## src/rtl/joypad_pkg.sv

```systemverilog
// -----------------------------------------------------------------------------
// joypad_pkg
// Shared types and constants for the 3-button pad reader.
//   jp_state_t     : poll sequencer states
//   BTN_*          : bit positions inside the published button vector
//   PIN_*          : bit positions inside the synchronized raw pin vector
//   lo_sample_t    : what is kept from the select-low half of a poll
//   assemble_buttons / pad_present : decode a completed poll
// -----------------------------------------------------------------------------
package joypad_pkg;

   typedef enum logic [1:0] {
      IDLE,
      HI_WAIT,
      LO_WAIT,
      UPDATE
   } jp_state_t;

   // Published vector: {start, a, c, b, right, left, down, up}
   localparam int BTN_UP    = 0;
   localparam int BTN_DOWN  = 1;
   localparam int BTN_LEFT  = 2;
   localparam int BTN_RIGHT = 3;
   localparam int BTN_B     = 4;
   localparam int BTN_C     = 5;
   localparam int BTN_A     = 6;
   localparam int BTN_START = 7;

   // Raw pin vector: {c_s, a_b, right, left, down, up}
   localparam int PIN_UP    = 0;
   localparam int PIN_DOWN  = 1;
   localparam int PIN_LEFT  = 2;
   localparam int PIN_RIGHT = 3;
   localparam int PIN_AB    = 4;
   localparam int PIN_CS    = 5;
   localparam int PIN_COUNT = 6;

   // Select-low half: start/a are already active-high, left/right are kept as
   // the electrical level because they only serve pad detection.
   typedef struct packed {
      logic start;
      logic a;
      logic left_raw;
      logic right_raw;
   } lo_sample_t;

   // A pad drives both left and right low while select is low; an empty port
   // floats high through the pull-ups.
   function automatic logic pad_present(input lo_sample_t lo);
      return !lo.left_raw && !lo.right_raw;
   endfunction

   // hi is the active-high select-high sample in pin order.
   function automatic logic [7:0] assemble_buttons(input logic [PIN_COUNT-1:0] hi,
                                                   input lo_sample_t           lo,
                                                   input logic                 present);
      logic [7:0] btn;
      btn = '0;
      if (present) begin
         btn[BTN_UP]    = hi[PIN_UP];
         btn[BTN_DOWN]  = hi[PIN_DOWN];
         btn[BTN_LEFT]  = hi[PIN_LEFT];
         btn[BTN_RIGHT] = hi[PIN_RIGHT];
         btn[BTN_B]     = hi[PIN_AB];
         btn[BTN_C]     = hi[PIN_CS];
         btn[BTN_A]     = lo.a;
         btn[BTN_START] = lo.start;
      end
      return btn;
   endfunction

endpackage

```

## src/rtl/input_sync.sv

```systemverilog
// -----------------------------------------------------------------------------
// input_sync
// Two-flop synchronizer for a bundle of independent asynchronous pins.
//   inp_clock : destination clock
//   inp_data  : asynchronous inputs
//   out_data  : inputs retimed into the inp_clock domain (2-cycle latency)
// Each bit is synchronized on its own; the bundle is not coherent across bits,
// which is fine because the consumer samples only after a settle window.
// -----------------------------------------------------------------------------
module input_sync #(
   parameter int Width = 1
) (
   input  logic             inp_clock,
   input  logic [Width-1:0] inp_data,
   output logic [Width-1:0] out_data
);

   logic [Width-1:0] meta;

   // NOTE: sequential state uses non-blocking assignments so both stages
   // capture the pre-edge values and the chain stays two flops deep.
   // NOTE: no reset here; stale contents flush within two cycles and nothing
   // downstream samples them that early after reset.
   always_ff @(posedge inp_clock) begin
      meta     <= inp_data;
      out_data <= meta;
   end

endmodule

```

## src/rtl/joypad_reader.sv

```systemverilog
// -----------------------------------------------------------------------------
// joypad_reader
// Polls one Mega Drive style 3-button pad through its select line and
// publishes a debounced, active-high button vector.
//   inp_clock    : system clock
//   inp_reset    : synchronous, active-high reset
//   inp_up .. inp_c_s : raw active-low pad pins (asynchronous)
//   out_sel      : pad select line (high at rest)
//   out_buttons  : {start, a, c, b, right, left, down, up}, debounced
//   out_present  : pad detected on the last completed poll
//   out_valid    : one-cycle pulse per completed poll
//   out_changed  : one-cycle pulse with out_valid when out_buttons changed
// A poll samples the pad with select high, then with select low, each after a
// settle window; a result is published only when two consecutive polls agree.
// -----------------------------------------------------------------------------
module joypad_reader
   import joypad_pkg::*;
#(
   parameter int Clock        = 50_000_000,
   parameter int PollRate     = 1000,
   parameter int SettleCycles = 100
) (
   input  logic       inp_clock,
   input  logic       inp_reset,
   input  logic       inp_up,
   input  logic       inp_down,
   input  logic       inp_left,
   input  logic       inp_right,
   input  logic       inp_a_b,
   input  logic       inp_c_s,
   output logic       out_sel,
   output logic [7:0] out_buttons,
   output logic       out_present,
   output logic       out_valid,
   output logic       out_changed
);

   localparam int PollDiv = Clock / PollRate;
   localparam int DivW    = (PollDiv > 1) ? $clog2(PollDiv) : 1;
   localparam int SetW    = $clog2(SettleCycles);

   if (SettleCycles < 4) begin : g_bad_settle
      $error("joypad_reader: SettleCycles must be at least 4");
   end
   if (PollDiv < 2 * SettleCycles + 3) begin : g_bad_div
      $error("joypad_reader: poll period too short for two settle windows");
   end

   // ---------------------------------------------------------------------------
   // Pin synchronization
   // ---------------------------------------------------------------------------
   logic [PIN_COUNT-1:0] pins_raw;
   logic [PIN_COUNT-1:0] pins;

   assign pins_raw = {inp_c_s, inp_a_b, inp_right, inp_left, inp_down, inp_up};

   input_sync #(
      .Width (PIN_COUNT)
   ) u_sync (
      .inp_clock (inp_clock),
      .inp_data  (pins_raw),
      .out_data  (pins)
   );

   // ---------------------------------------------------------------------------
   // Poll divider: free running, never stalled by the sequencer
   // ---------------------------------------------------------------------------
   logic [DivW-1:0] div_cnt;
   logic            poll_tick;

   assign poll_tick = (div_cnt == DivW'(PollDiv - 1));

   always_ff @(posedge inp_clock) begin
      if (inp_reset) begin
         div_cnt <= '0;
      end else if (poll_tick) begin
         div_cnt <= '0;
      end else begin
         div_cnt <= div_cnt + 1'b1;
      end
   end

   // ---------------------------------------------------------------------------
   // Poll sequencer
   // ---------------------------------------------------------------------------
   jp_state_t       state;
   jp_state_t       state_nxt;
   logic [SetW-1:0] settle_cnt;
   logic            settle_last;
   logic            latch_hi;
   logic            latch_lo;
   logic            do_update;
   logic            sel_nxt;

   assign settle_last = (settle_cnt == SetW'(SettleCycles - 1));

   always_ff @(posedge inp_clock) begin
      if (inp_reset) begin
         state <= IDLE;
      end else begin
         state <= state_nxt;
      end
   end

   // NOTE: every output of this block gets a default first, so no path through
   // the case statement can leave a signal unassigned and infer a latch.
   always_comb begin
      state_nxt = state;
      latch_hi  = 1'b0;
      latch_lo  = 1'b0;
      do_update = 1'b0;
      unique case (state)
         IDLE: begin
            // Ticks that land while a poll runs are simply not seen here.
            if (poll_tick) state_nxt = HI_WAIT;
         end
         HI_WAIT: begin
            if (settle_last) begin
               latch_hi  = 1'b1;
               state_nxt = LO_WAIT;
            end
         end
         LO_WAIT: begin
            if (settle_last) begin
               latch_lo  = 1'b1;
               state_nxt = UPDATE;
            end
         end
         UPDATE: begin
            do_update = 1'b1;
            state_nxt = IDLE;
         end
         default: state_nxt = IDLE;
      endcase
      // Select is registered from the next state: it drops on the first
      // LO_WAIT cycle and returns high only after UPDATE, giving a low pulse
      // of SettleCycles + 1 cycles.
      sel_nxt = !((state_nxt == LO_WAIT) || (state_nxt == UPDATE));
   end

   // Settle counter restarts at every wait-state entry.
   always_ff @(posedge inp_clock) begin
      if (inp_reset) begin
         settle_cnt <= '0;
      end else if (((state == HI_WAIT) || (state == LO_WAIT)) && !settle_last) begin
         settle_cnt <= settle_cnt + 1'b1;
      end else begin
         settle_cnt <= '0;
      end
   end

   // ---------------------------------------------------------------------------
   // Samples: only the last settle cycle counts
   // ---------------------------------------------------------------------------
   logic [PIN_COUNT-1:0] hi_sample;
   lo_sample_t           lo_sample;

   always_ff @(posedge inp_clock) begin
      if (latch_hi) begin
         hi_sample <= ~pins;
      end
      if (latch_lo) begin
         lo_sample.start     <= ~pins[PIN_CS];
         lo_sample.a         <= ~pins[PIN_AB];
         lo_sample.left_raw  <= pins[PIN_LEFT];
         lo_sample.right_raw <= pins[PIN_RIGHT];
      end
   end

   // ---------------------------------------------------------------------------
   // Decode, debounce and publish
   // ---------------------------------------------------------------------------
   logic       present;
   logic [7:0] candidate;
   logic [7:0] prev_cand;
   logic       stable;

   always_comb begin
      present   = pad_present(lo_sample);
      candidate = assemble_buttons(hi_sample, lo_sample, present);
      stable    = (candidate == prev_cand);
   end

   always_ff @(posedge inp_clock) begin
      if (inp_reset) begin
         out_sel     <= 1'b1;
         out_buttons <= '0;
         out_present <= 1'b0;
         out_valid   <= 1'b0;
         out_changed <= 1'b0;
         prev_cand   <= '0;
      end else begin
         out_sel     <= sel_nxt;
         out_valid   <= do_update;
         out_changed <= 1'b0;
         if (do_update) begin
            out_present <= present;
            prev_cand   <= candidate;
            if (stable) begin
               out_buttons <= candidate;
               out_changed <= (candidate != out_buttons);
            end
         end
      end
   end

endmodule

```

## config.mk

```make
export PLATFORM = sky130hd
export DESIGN_NAME = joypad_reader
export DESIGN_NICKNAME = d
export VERILOG_FILES = /design/src/rtl/joypad_pkg.sv /design/src/rtl/input_sync.sv /design/src/rtl/joypad_reader.sv
export SDC_FILE = /design/constraint.sdc
export NUM_CORES = 1
export LEC_CHECK = 0
export CORE_MARGIN = 3
export CORE_UTILIZATION = 30
export DETAILED_ROUTE_END_ITERATION = 8
export SYNTH_ARGS = -nofsm -noshare
export SYNTH_HDL_FRONTEND = slang
export SYNTH_SLANG_ARGS = --single-unit
```

## constraint.sdc

```tcl
create_clock -name inp_clock -period 2.4 [get_ports inp_clock]
set_clock_uncertainty 0.2 [all_clocks]
set_input_delay 0.24 -clock inp_clock [delete_from_list [all_inputs] [get_ports inp_clock]]
set_output_delay 0.24 -clock inp_clock [all_outputs]
set_load 0.03 [all_outputs]
```

Yosys cells after proc, flatten, opt, wreduce, memory -nomap -nowiden

Index checks and enable logic that the tools add are counted.

Register bits after elaboration: 67
Input bits: 8
Output and inout port bits: 12
Word-level logic and storage cells: 55

Add/sub/neg operators: 2
Eq/ne operators: 9
Mux-type cells: 9
Bitwise logic cells: 6
Reductions and logical operators: 13

Operators by type and width:

| kind                                          | number |
|---|---|
| adder 16 x 1 -> 16 bit, second input constant | 1 |
| == test 16 bit, second input constant         | 1 |
| == test 2 bit, second input constant          | 4 |
| == test 8 bit                                 | 1 |
| two-way mux 8 bit                             | 1 |
| != test 8 bit                                 | 1 |
| one-hot mux 2 bit (4 select lines)            | 1 |
| adder 7 x 1 -> 7 bit, second input constant   | 1 |
| == test 7 bit, second input constant          | 1 |
| two-way mux 2 bit                             | 3 |
| NOT 6 bit                                     | 1 |
| NOT 1 bit                                     | 5 |
| logical NOT 1 bit                             | 4 |
| two-way mux 1 bit                             | 4 |
| OR reduction 2 bit                            | 2 |
| OR reduction 3 bit                            | 1 |
| == test 2 x 1 -> 1 bit, second input constant | 1 |
| logical AND 1 bit                             | 2 |
| logical NOT 2 bit                             | 1 |
| logical OR 1 bit                              | 2 |
| AND reduction 2 bit                           | 1 |

Longest topological paths before layout

Gate-level depths: netlist of run 1.

Word-level depth: 6
Gate-level depth with buffers: 7

Cells and area by module

A second synthesis of run 1 with hierarchy kept.

Cell total of the unflattened synthesis: 301
Area total of the unflattened synthesis: 2830.2 um^2

By module, submodules not included:

| module        | instances | cells an instance | area an instance (um^2) | sequential area each (um^2) |
|---|---|---|---|---|
| joypad_reader | 1         | 289               | 2590.0                  | 1201.2 |
| input_sync    | 1         | 12                | 240.2                   | 240.2 |

Worst setup path after synthesis of run 1

OpenSTA, ideal clock, no wires.

Path kind: reg-to-reg
Start: reg state[1]
End: reg out_buttons[1]
Setup time: 0.121 ns
Arrival time: 1.739 ns
Path slack: 0.341 ns
Cell stages (with the launch flop): 7
Clock period less this slack: 2.059 ns
Path through: dfxtp_1 ha_1 buf_2 clkinv_1 a211oi_1 nand4_2 mux2_2

Word-level cells in the longest chain between the ends: 3

Ends and longest elaborated chain:

| element                              | RTL line             | text |
|---|---|---|
| start, declared                      | joypad_reader.sv:86  | `jp_state_t state;` |
| start signal, assigned               | joypad_reader.sv:101 | `state <= state_nxt;` |
| == test 2 bit                        | joypad_reader.sv:112 | `unique case (state)` |
| two-way mux 1 bit                    | joypad_reader.sv:112 |  |
| net do_update                        | joypad_reader.sv:92  | `logic do_update;` |
| AND reduction 2 bit (no source line) | --                   |  |
| end signal, assigned                 | joypad_reader.sv:200 | `out_buttons <= candidate;` |
| end, declared                        | joypad_reader.sv:32  | `output logic [7:0] out_buttons,` |

The timed path passes the listed nets, and every way through them passes these cells.
A chain may end at the register's enable or synchronous reset.

Final worst setup path of run 1

Start: reg lo_sample[0] (netlist name)
End: reg out_buttons[2]

Word-level cells in the longest chain between the ends: 5

Ends and longest elaborated chain:

| element                              | RTL line             | text |
|---|---|---|
| start, declared                      | joypad_reader.sv:156 | `lo_sample_t lo_sample;` |
| logical NOT 1 bit *                  | joypad_pkg.sv:50     | `return !lo.left_raw && !lo.right_raw;` |
| logical AND 1 bit *                  | joypad_pkg.sv:50     |  |
| two-way mux 8 bit *                  | joypad_pkg.sv:59     | `if (present) begin` |
| == test 8 bit                        | joypad_reader.sv:181 | `stable = (candidate == prev_cand);` |
| AND reduction 2 bit (no source line) | --                   |  |

Mark *: on every way between the ends. The rest lies on a longest branch, timed or not.

==> flow_metrics.py, run 1 <==
metrics = {
    "critical_path": {
        "r2r_slack_ns": 0.19,
        "path_class": "flip-flop to flip-flop",
        "reg2reg_depth": 6,
        "r2r_end": "out_buttons[2]",
        "rr_startpoint": "lo_sample[0]",
        "cp-end-kind": "flip-flop",
        "critical_path_required_ns": 2.42,
        "crit_arrival_ns": 2.23,
        "crit_path_start_kind": "flip-flop",
        "crit_fanout": 6,
    },
    "timing": {
        "grt_setup_unrepaired": "no",
        "post-route-min-period_ns": 2.209,
        "finalCritPeriodShare": 0.9202,
        "setup_viol": 0,
        "setup_tns_ns": 0,
        "hold_viol": 0,
        "tightest_slew_ns": 0.4348,
        "setup_slack_ns": 0.1915,
        "fmax_mhz": 452.8,
        "finalMaxSlewViolations": 0,
        "slew_headroom": 0.7095,
    },
    "detailed_routing": {
        "drtIter0Drc": 102,
        "ant_nets": 0,
        "drc": 0,
        "wire_per_inst_um": 11.67,
        "drtPass1Iterations": 4,
        "wirelength_um": 5064,
        "vias_per_cell": 4.735,
        "vias": 2055,
    },
    "cts": {
        "cts_tree": "yes",
        "cts_resized": 0,
        "ctsHoldBuffers": 0,
        "cts_made_buffers": 9,
        "cts-root-buf": "clkbuf_8",
        "clk_pin_slew_ns": 0.06,
        "clkLatencyLatePin_ns": 0.34,
        "cts_sinks": 67,
        "h-tree-depth": 3,
        "cts_setup_buffers": 0,
        "clockBufferDepth": 2,
    },
    "floorplanning": {
        "start_util": 0.3172,
        "die_h_um": 103.2,
        "die_x_um": 103.2,
        "rows": 34,
        "die-area_um2": 10650,
        "core_um2": 8934,
        "design.portCount": 20,
    },
    "global_route": {
        "globalRouteOverflowTotal": 0,
        "grt_max_degree": 32,
        "grt_util_all_layers": 0.1051,
        "antenna_found_initial": 0,
        "grt_pass1_vias": 1867,
        "grt_pass1_wl_um": 8707,
    },
    "synth": {
        "synth_async_sr_flop_share": 0,
        "synthesis.area_per_instance_um2": 9.672,
        "synthCells": 293,
        "synth_nets": 307,
        "ys_types": 42,
        "synth_edf_count": 10,
        "netlist_area_um2": 2834,
        "synth_flop_cell": "dfxtp_1",
        "yosys_warnings": 0,
        "yosysSeqAreaShare": 0.5086,
        "ys_ff_latch": 67,
    },
    "finish": {
        "insertedDiodeCount": 0,
        "syn_to_final_growth_pct": 18.01,
        "num-fill-cells": 903,
        "final_common_cell": "dfxtp_1",
        "final_cell_mix": "57 x dfxtp_1, 53 x nor2_1, 19 x clkdlybuf4s50_1",
        "nNetsFinal": 336,
        "final_core_util": 0.3744,
        "drive_gt1_frac": 0.08896,
    },
    "min_path": {
        "hold_path.class": "flip-flop to flip-flop",
        "worstHoldPathCells": 0,
        "hold_start": "u_sync.meta[3]",
        "whs_endpoint": "u_sync.out_data[3]",
    },
    "power": {
        "p_leak_nw": 1.186,
        "p_per_area_nw_per_um2": 602.1,
        "vdd_drop_max_v": 0.0003660,
    },
    "place": {
        "gp_congestion": 0.7564,
        "dp_hpwl_um": 3571,
        "port_buffers": 19,
        "dp_slack_ns": 0.2194,
    },
    "job": {
        "maxCapViolations": 0,
    },
    "run_status": {
        "outcome": "complete, no violations",
    },
}
## how the worst max path moves through the flow
stage / startpoint / end / slack [ns]
2_1_floorplan: state[1] / out_buttons[1] / 0.34
3_3_place_gp: lo_sample[0] / out_buttons[3] / 0.27
3_5_place_dp: lo_sample[0] / out_buttons[2] / 0.22
4_1_cts: lo_sample[0] / out_buttons[2] / 0.19
5_1_grt: lo_sample[0] / out_buttons[2] / 0.06
6_report: lo_sample[0] / out_buttons[2] / 0.19
## final cells by class
type                            count  area [um^2]  area share
Clock inverter                      2        12.51    0.003741
Tap cell                          108        135.1     0.04040
Inverter                           14        52.55     0.01571
Multi-Input combinational cell    201         1279      0.3823
Timing Repair Buffer               29        265.3     0.07931
Clock buffer                       13        158.9     0.04751
Sequential cell                    67         1441      0.4310
## stage by stage
| step | total power, mW | instances | hold slack (ns) | area (um^2) |
|---|---|---|---|---|
| finish | 2.014 | 434 | 0.1266 | 3344 |
| global route | 2.086 | 434 | 0.1174 | 3344 |
| CTS | 2.048 | 434 | 0.1159 | 3344 |
| detailed placement | 1.222 | 419 | 0.1143 | 3173 |
| global placement | 1.221 | 419 | 0.1105 | 3173 |
| floorplan | 1.207 | 293 | 0.06772 | 2834 |
## critical path: stages, from the launching register on
cell and delay (ns):
edfxtp_1 0.42, nor3b_1 0.42, xor2_1 0.15, a211oi_1 0.28, nand4_2 0.26, buf_4 0.25, mux2i_1 0.11
## state kept, by name (all words and copies together), names as in the netlist
| signal | count |
|---|---|
| out_changed | 1 |
| prev_cand | 8 |
| div_cnt | 16 |
| u_sync.out_data | 6 |
| lo_sample | 4 |
| settle_cnt | 7 |
| out_valid | 1 |
| out_sel | 1 |
| hi_sample | 6 |
| u_sync.meta | 6 |
| out_present | 1 |
| out_buttons | 8 |
| state | 2 |
## synth_stat cells (all sizes together) (9+ instances only)
library cell / number / area share
dfxtp: 57 / 0.40
nor2: 53 / 0.070
nand2: 17 / 0.023
nand3: 17 / 0.030
xnor2: 16 / 0.049
inv: 13 / 0.017
xor2: 11 / 0.034
edfxtp: 10 / 0.11
nand2b: 10 / 0.023
a21oi: 9 / 0.016
mux2i: 9 / 0.032
## power breakdown
group	internal [mW]	switching [mW]	leakage (nW)	total, mW
registers	1.15	0.00679	0.554	1.16
logic	0.0192	0.0171	0.547	0.0364
clock network	0.425	0.393	0.0855	0.818
total	1.60	0.417	1.19	2.01
## layer usage
metal,GRT usage,part of all wire,routed length [um]
met1,0.1361,0.50,2550
met2,0.1564,0.43,2196
met3,0.04292,0.046,234
met4,0.04183,0.016,81
met5,0,0,0
## cells by family (layout without fill, tap and decap cells)
family                   Yosys count  after routing  share of synthesized area
AO/OA/AOI/OAI                     29             29                    0.06888
XOR/XNOR                          27             27                    0.08344
adder cells (fa/ha/maj)            6              6                    0.02649
buffers and inverters             25             58                    0.04018
flip-flops                        67             67                     0.5086
multiplexers                      11             11                    0.03974
AND/OR/NAND/NOR                  128            128                     0.2327
Power figures use the tool's default switching activity.
==> run 2, diff against run 1 <==
Settings changed: CORE_UTILIZATION 30 to 58, PLACE_DENSITY set to 0.79.
==> run 2 against run 1 <==
Hold slack worse by 0.0024 ns. Critical endpoint is now out_changed. Highest routed layer unchanged. Sequential power about the same. Critical path depth down 1. Worst setup slack better by 0.070 ns.
==> flow_metrics.py, run 2 (synthesis gave the netlist of run 1 again) <==
metrics = {
    "critical_path": {
        "reg2reg_depth": 5,
        "cp-end-kind": "flip-flop",
        "crit_arrival_ns": 2.20,
        "r2r_slack_ns": 0.26,
        "critical_path_required_ns": 2.46,
        "crit_end": "out_changed",
        "r2r_end": "out_changed",
        "crit_path_start_kind": "flip-flop",
        "setup.worst_path.start": "lo_sample[0]",
        "crit_fanout": 7,
        "path_class": "flip-flop to flip-flop",
        "rr_startpoint": "lo_sample[0]",
    },
    "power": {
        "p_leak_nw": 1.208,
        "power_mw": 2.109,
        "p_per_area_nw_per_um2": 634.5,
        "vdd_drop_max_v": 0.0006733,
    },
    "timing": {
        "finalMaxSlewViolations": 0,
        "hold_ws_ns": 0.1242,
        "fmax_mhz": 467.5,
        "post-route-min-period_ns": 2.139,
        "finalCritPeriodShare": 0.8912,
        "slew_headroom": 0.6630,
        "grt_setup_unrepaired": "no",
        "tightest_slew_ns": 0.4927,
        "setup_tns_ns": 0,
        "hold_viol": 0,
        "setup_slack_ns": 0.2610,
        "setup_viol": 0,
    },
    "finish": {
        "insertedDiodeCount": 0,
        "largest_reg_flops": 16,
        "top_regs": "div_cnt (16), out_buttons (8), prev_cand (8)",
        "final_common_cell": "dfxtp_1",
        "nNetsFinal": 337,
        "final_cell_mix": "57 x dfxtp_1, 53 x nor2_1, 19 x clkdlybuf4s50_1",
        "final_core_util": 0.7332,
        "num-fill-cells": 347,
        "drive_gt1_frac": 0.09146,
        "top_register": "div_cnt",
        "fin_area_um2": 3324,
        "syn_to_final_growth_pct": 17.31,
        "finalNonFillerCells": 393,
    },
    "floorplanning": {
        "die-area_um2": 5761,
        "rows": 24,
        "core_um2": 4534,
        "start_util": 0.6250,
        "design.portCount": 20,
        "die_x_um": 75.90,
        "die_h_um": 75.90,
    },
    "global_route": {
        "grt_pass1_vias": 1933,
        "grt_pass1_wl_um": 8438,
        "globalRouteOverflowTotal": 0,
        "antenna_found_initial": 0,
        "grt_max_degree": 19,
        "grt_util_all_layers": 0.1828,
    },
    "cts": {
        "ctsHoldBuffers": 0,
        "h-tree-depth": 3,
        "cts_made_buffers": 9,
        "cts_setup_buffers": 0,
        "cts_tree": "yes",
        "cts_resized": 0,
        "clkLatencyLatePin_ns": 0.34,
        "clk_pin_slew_ns": 0.07,
        "cts_sinks": 67,
        "cts-root-buf": "clkbuf_8",
        "clockBufferDepth": 2,
    },
    "detailed_routing": {
        "drtPass1Iterations": 4,
        "drc": 0,
        "drtIter0Drc": 118,
        "wirelength_um": 4882,
        "ant_nets": 0,
        "vias": 2108,
        "vias_per_cell": 5.364,
        "wire_per_inst_um": 12.42,
    },
    "run_status": {
        "outcome": "complete, no violations",
    },
    "place": {
        "placed_cell_area_um2": 3127,
        "dp_hpwl_um": 3490,
        "dp_slack_ns": 0.3221,
        "gp_congestion": 0.7781,
        "dp_cells": 377,
        "port_buffers": 19,
    },
    "min_path": {
        "hold_path.class": "flip-flop to flip-flop",
    },
    "job": {
        "maxCapViolations": 0,
    },
}
-- run 2: changes by cell type in the layout (fill, tap and decap cells not counted) --
cell        delta
buf_4          +1
bufinv_16      +1
clkbuf_1       +1
clkinvlp_4     -1
-- run 2: worst min path at each step --
| stage | startpoint | endpoint | slack (ns) | cells after the start |
|---|---|---|---|---|
| detailed placement | u_sync.meta[5] | u_sync.out_data[5] | 0.11 | 0 |
| finish | u_sync.meta[3] | u_sync.out_data[3] | 0.12 | 0 |
| global route | u_sync.meta[4] | u_sync.out_data[4] | 0.13 | 0 |
| global placement | u_sync.meta[4] | u_sync.out_data[4] | 0.11 | 0 |
| floorplan | inp_up | u_sync.meta[0] | 0.07 | 0 |
| CTS | u_sync.meta[0] | u_sync.out_data[0] | 0.13 | 0 |
-- run 2: critical path, cell delays in order, from the launching register on --
cell       delay [ns]
edfxtp_1         0.42
nor2_1           0.40
nand2_1          0.17
a2111oi_0        0.54
nand4_1          0.15
nor3_1           0.18
-- run 2: layout make-up --
type	count	area, um^2	area share
repair buffers	30	272.8	0.08205
clock buffers	14	162.7	0.04893
flip-flops and latches	67	1441	0.4336
well taps	65	81.33	0.02446
clock inverters	2	35.03	0.01054
inverters	14	52.55	0.01581
multi-input cells	201	1279	0.3846
-- run 2: power breakdown --
group          switching, mW  internal, mW  total, mW
clock                  0.377         0.536      0.913
combinational         0.0167        0.0204     0.0371
sequential           0.00631          1.15       1.16
total                  0.400          1.71       2.11
-- run 2: metal layers --
| layer | share of wire | global-route usage | wire length, um | vias to the layer above |
|---|---|---|---|---|
| met5 | 0 | 0 | 0 | - |
| li1 | - | - | - | 1067 |
| met4 | 0.034 | 0.1286 | 168 | 0 |
| met2 | 0.47 | 0.2952 | 2315 | 54 |
| met1 | 0.45 | 0.2160 | 2195 | 974 |
| met3 | 0.042 | 0.04028 | 203 | 13 |
==> run 3, diff against run 2 <==
Settings changed: SLEW_MARGIN set to 20.
==> results of run 3 <==
Final layout, timing and power as in run 2 (identical DEF).
==> variant: new RTL, settings of run 3 <==
Encoding of `jp_state_t`: now Gray code (2 bits for 4 states).
--- a/src/rtl/joypad_pkg.sv
+++ b/src/rtl/joypad_pkg.sv
@@ -10,10 +10,10 @@
 package joypad_pkg;
 
    typedef enum logic [1:0] {
-      IDLE,
-      HI_WAIT,
-      LO_WAIT,
-      UPDATE
+      IDLE    = 2'b00,
+      HI_WAIT = 2'b01,
+      LO_WAIT = 2'b11,
+      UPDATE  = 2'b10
    } jp_state_t;
 
    // Published vector: {start, a, c, b, right, left, down, up}
Function: same outputs for any inputs over 10 cycles, from zero or initial values and one cycle with inp_reset high; not proved beyond that.
==> variant against run 3 <==
  * The run now ends with negative setup slack left
  * Power decreased by 1.2%
  * Utilization decreased by 1.3 points
  * Sequential cell count unchanged
  * Cell count decreased by 5.9%
  * Global-route usage increased by 2.5 points
  * Design area decreased by 3.7%
  * Setup slack got worse by 0.34 ns
  * Routed wire length increased by 9.5%
  * Synthesized cell count decreased by 2.7%
  * Synthesized area decreased by 3.7%
  * Critical path type unchanged
  * Largest cell class unchanged
==> variant: results <==
critical_path:
  crit_arrival_ns: 2.55
  cp_slowest_stage_delay_ns: 0.47
  crit_fanout: 8
  crit_slowest_cell: "edfxtp_1"
synthesis:
  netlist_instances: 285
  synth-xor-area-share_pct: 8.02
  seq_area_frac_synth_pct: 52.8
  synth_mux_area_share_pct: 0
  synth.distinct_cells: 41
  ys_top_cells_by_count: "dfxtp_1, nor2_1, nand2_1, nand3_1, a21oi_1"
  netlist_top_cells_area: "dfxtp_1, edfxtp_1, nor2_1, xnor2_1, xor2_1"
  synth_fa_ha_area_share_pct: 0.917
detailed_routing:
  route.met2.wl_mm: 2.65
  drt-met1-wl_mm: 2.32
  first_iter_violations: 108
  viasPerCell: 5.67
  wl_met3_um: 265
run_status:
  status: "complete, but fails checks"
  violations: "negative setup slack"
place:
  dp_cells: 354
  globalplace.congestion: 0.905
  dp_hpwl_mm: 3.69
  dpl_cell_area_um2: 3000
grt:
  grt_util_met3_pct: 4.46
  grt_start_max_net_pins: 17
  track_usage_pct: 20.7
power_and_ir_drop:
  switching_share_pct: 21.0
  comb_power_w: 0.0000415
  vdd_drop_max_mv: 0.465
sta:
  setup-tns-final_ns: -0.0752
  setup_viol: 1
  worst_pin_slew_ns: 0.595
  whs_ns: 0.129
  final.setup.worst_slack_ns: -0.0752
cells_and_area:
  drive_gt1_share_pct: 9.43
  layout.nets: 323
  n_fill_cell: 350
worst_hold_path:
  min_to: "u_sync.out_data[2]"
==> variant: changes by cell type in the layout (fill, tap and decap cells not counted), moves of 4 or more <==
cell | run 3 | this run
nand3b_1 | 5 | 0
o21ai_1 | 0 | 6
nand4_1 | 4 | 8
nor2_1 | 53 | 44
a31o_1 | 0 | 4
a21oi_1 | 9 | 15
mux2i_1 | 9 | 0
nor2b_1 | 2 | 7
ha_1 | 6 | 2
nand2b_1 | 9 | 5
==> variant: final cells by class <==
type,count,area [um^2],share of cell area (%)
Timing Repair Buffer,27,250,7.82
Sequential cell,67,1440,45.0
Multi-Input combinational cell,197,1220,38.1
Tap cell,52,65.1,2.03
Clock buffer,10,128,3.99
Clock inverter,6,56.3,1.76
Inverter,11,41.3,1.29
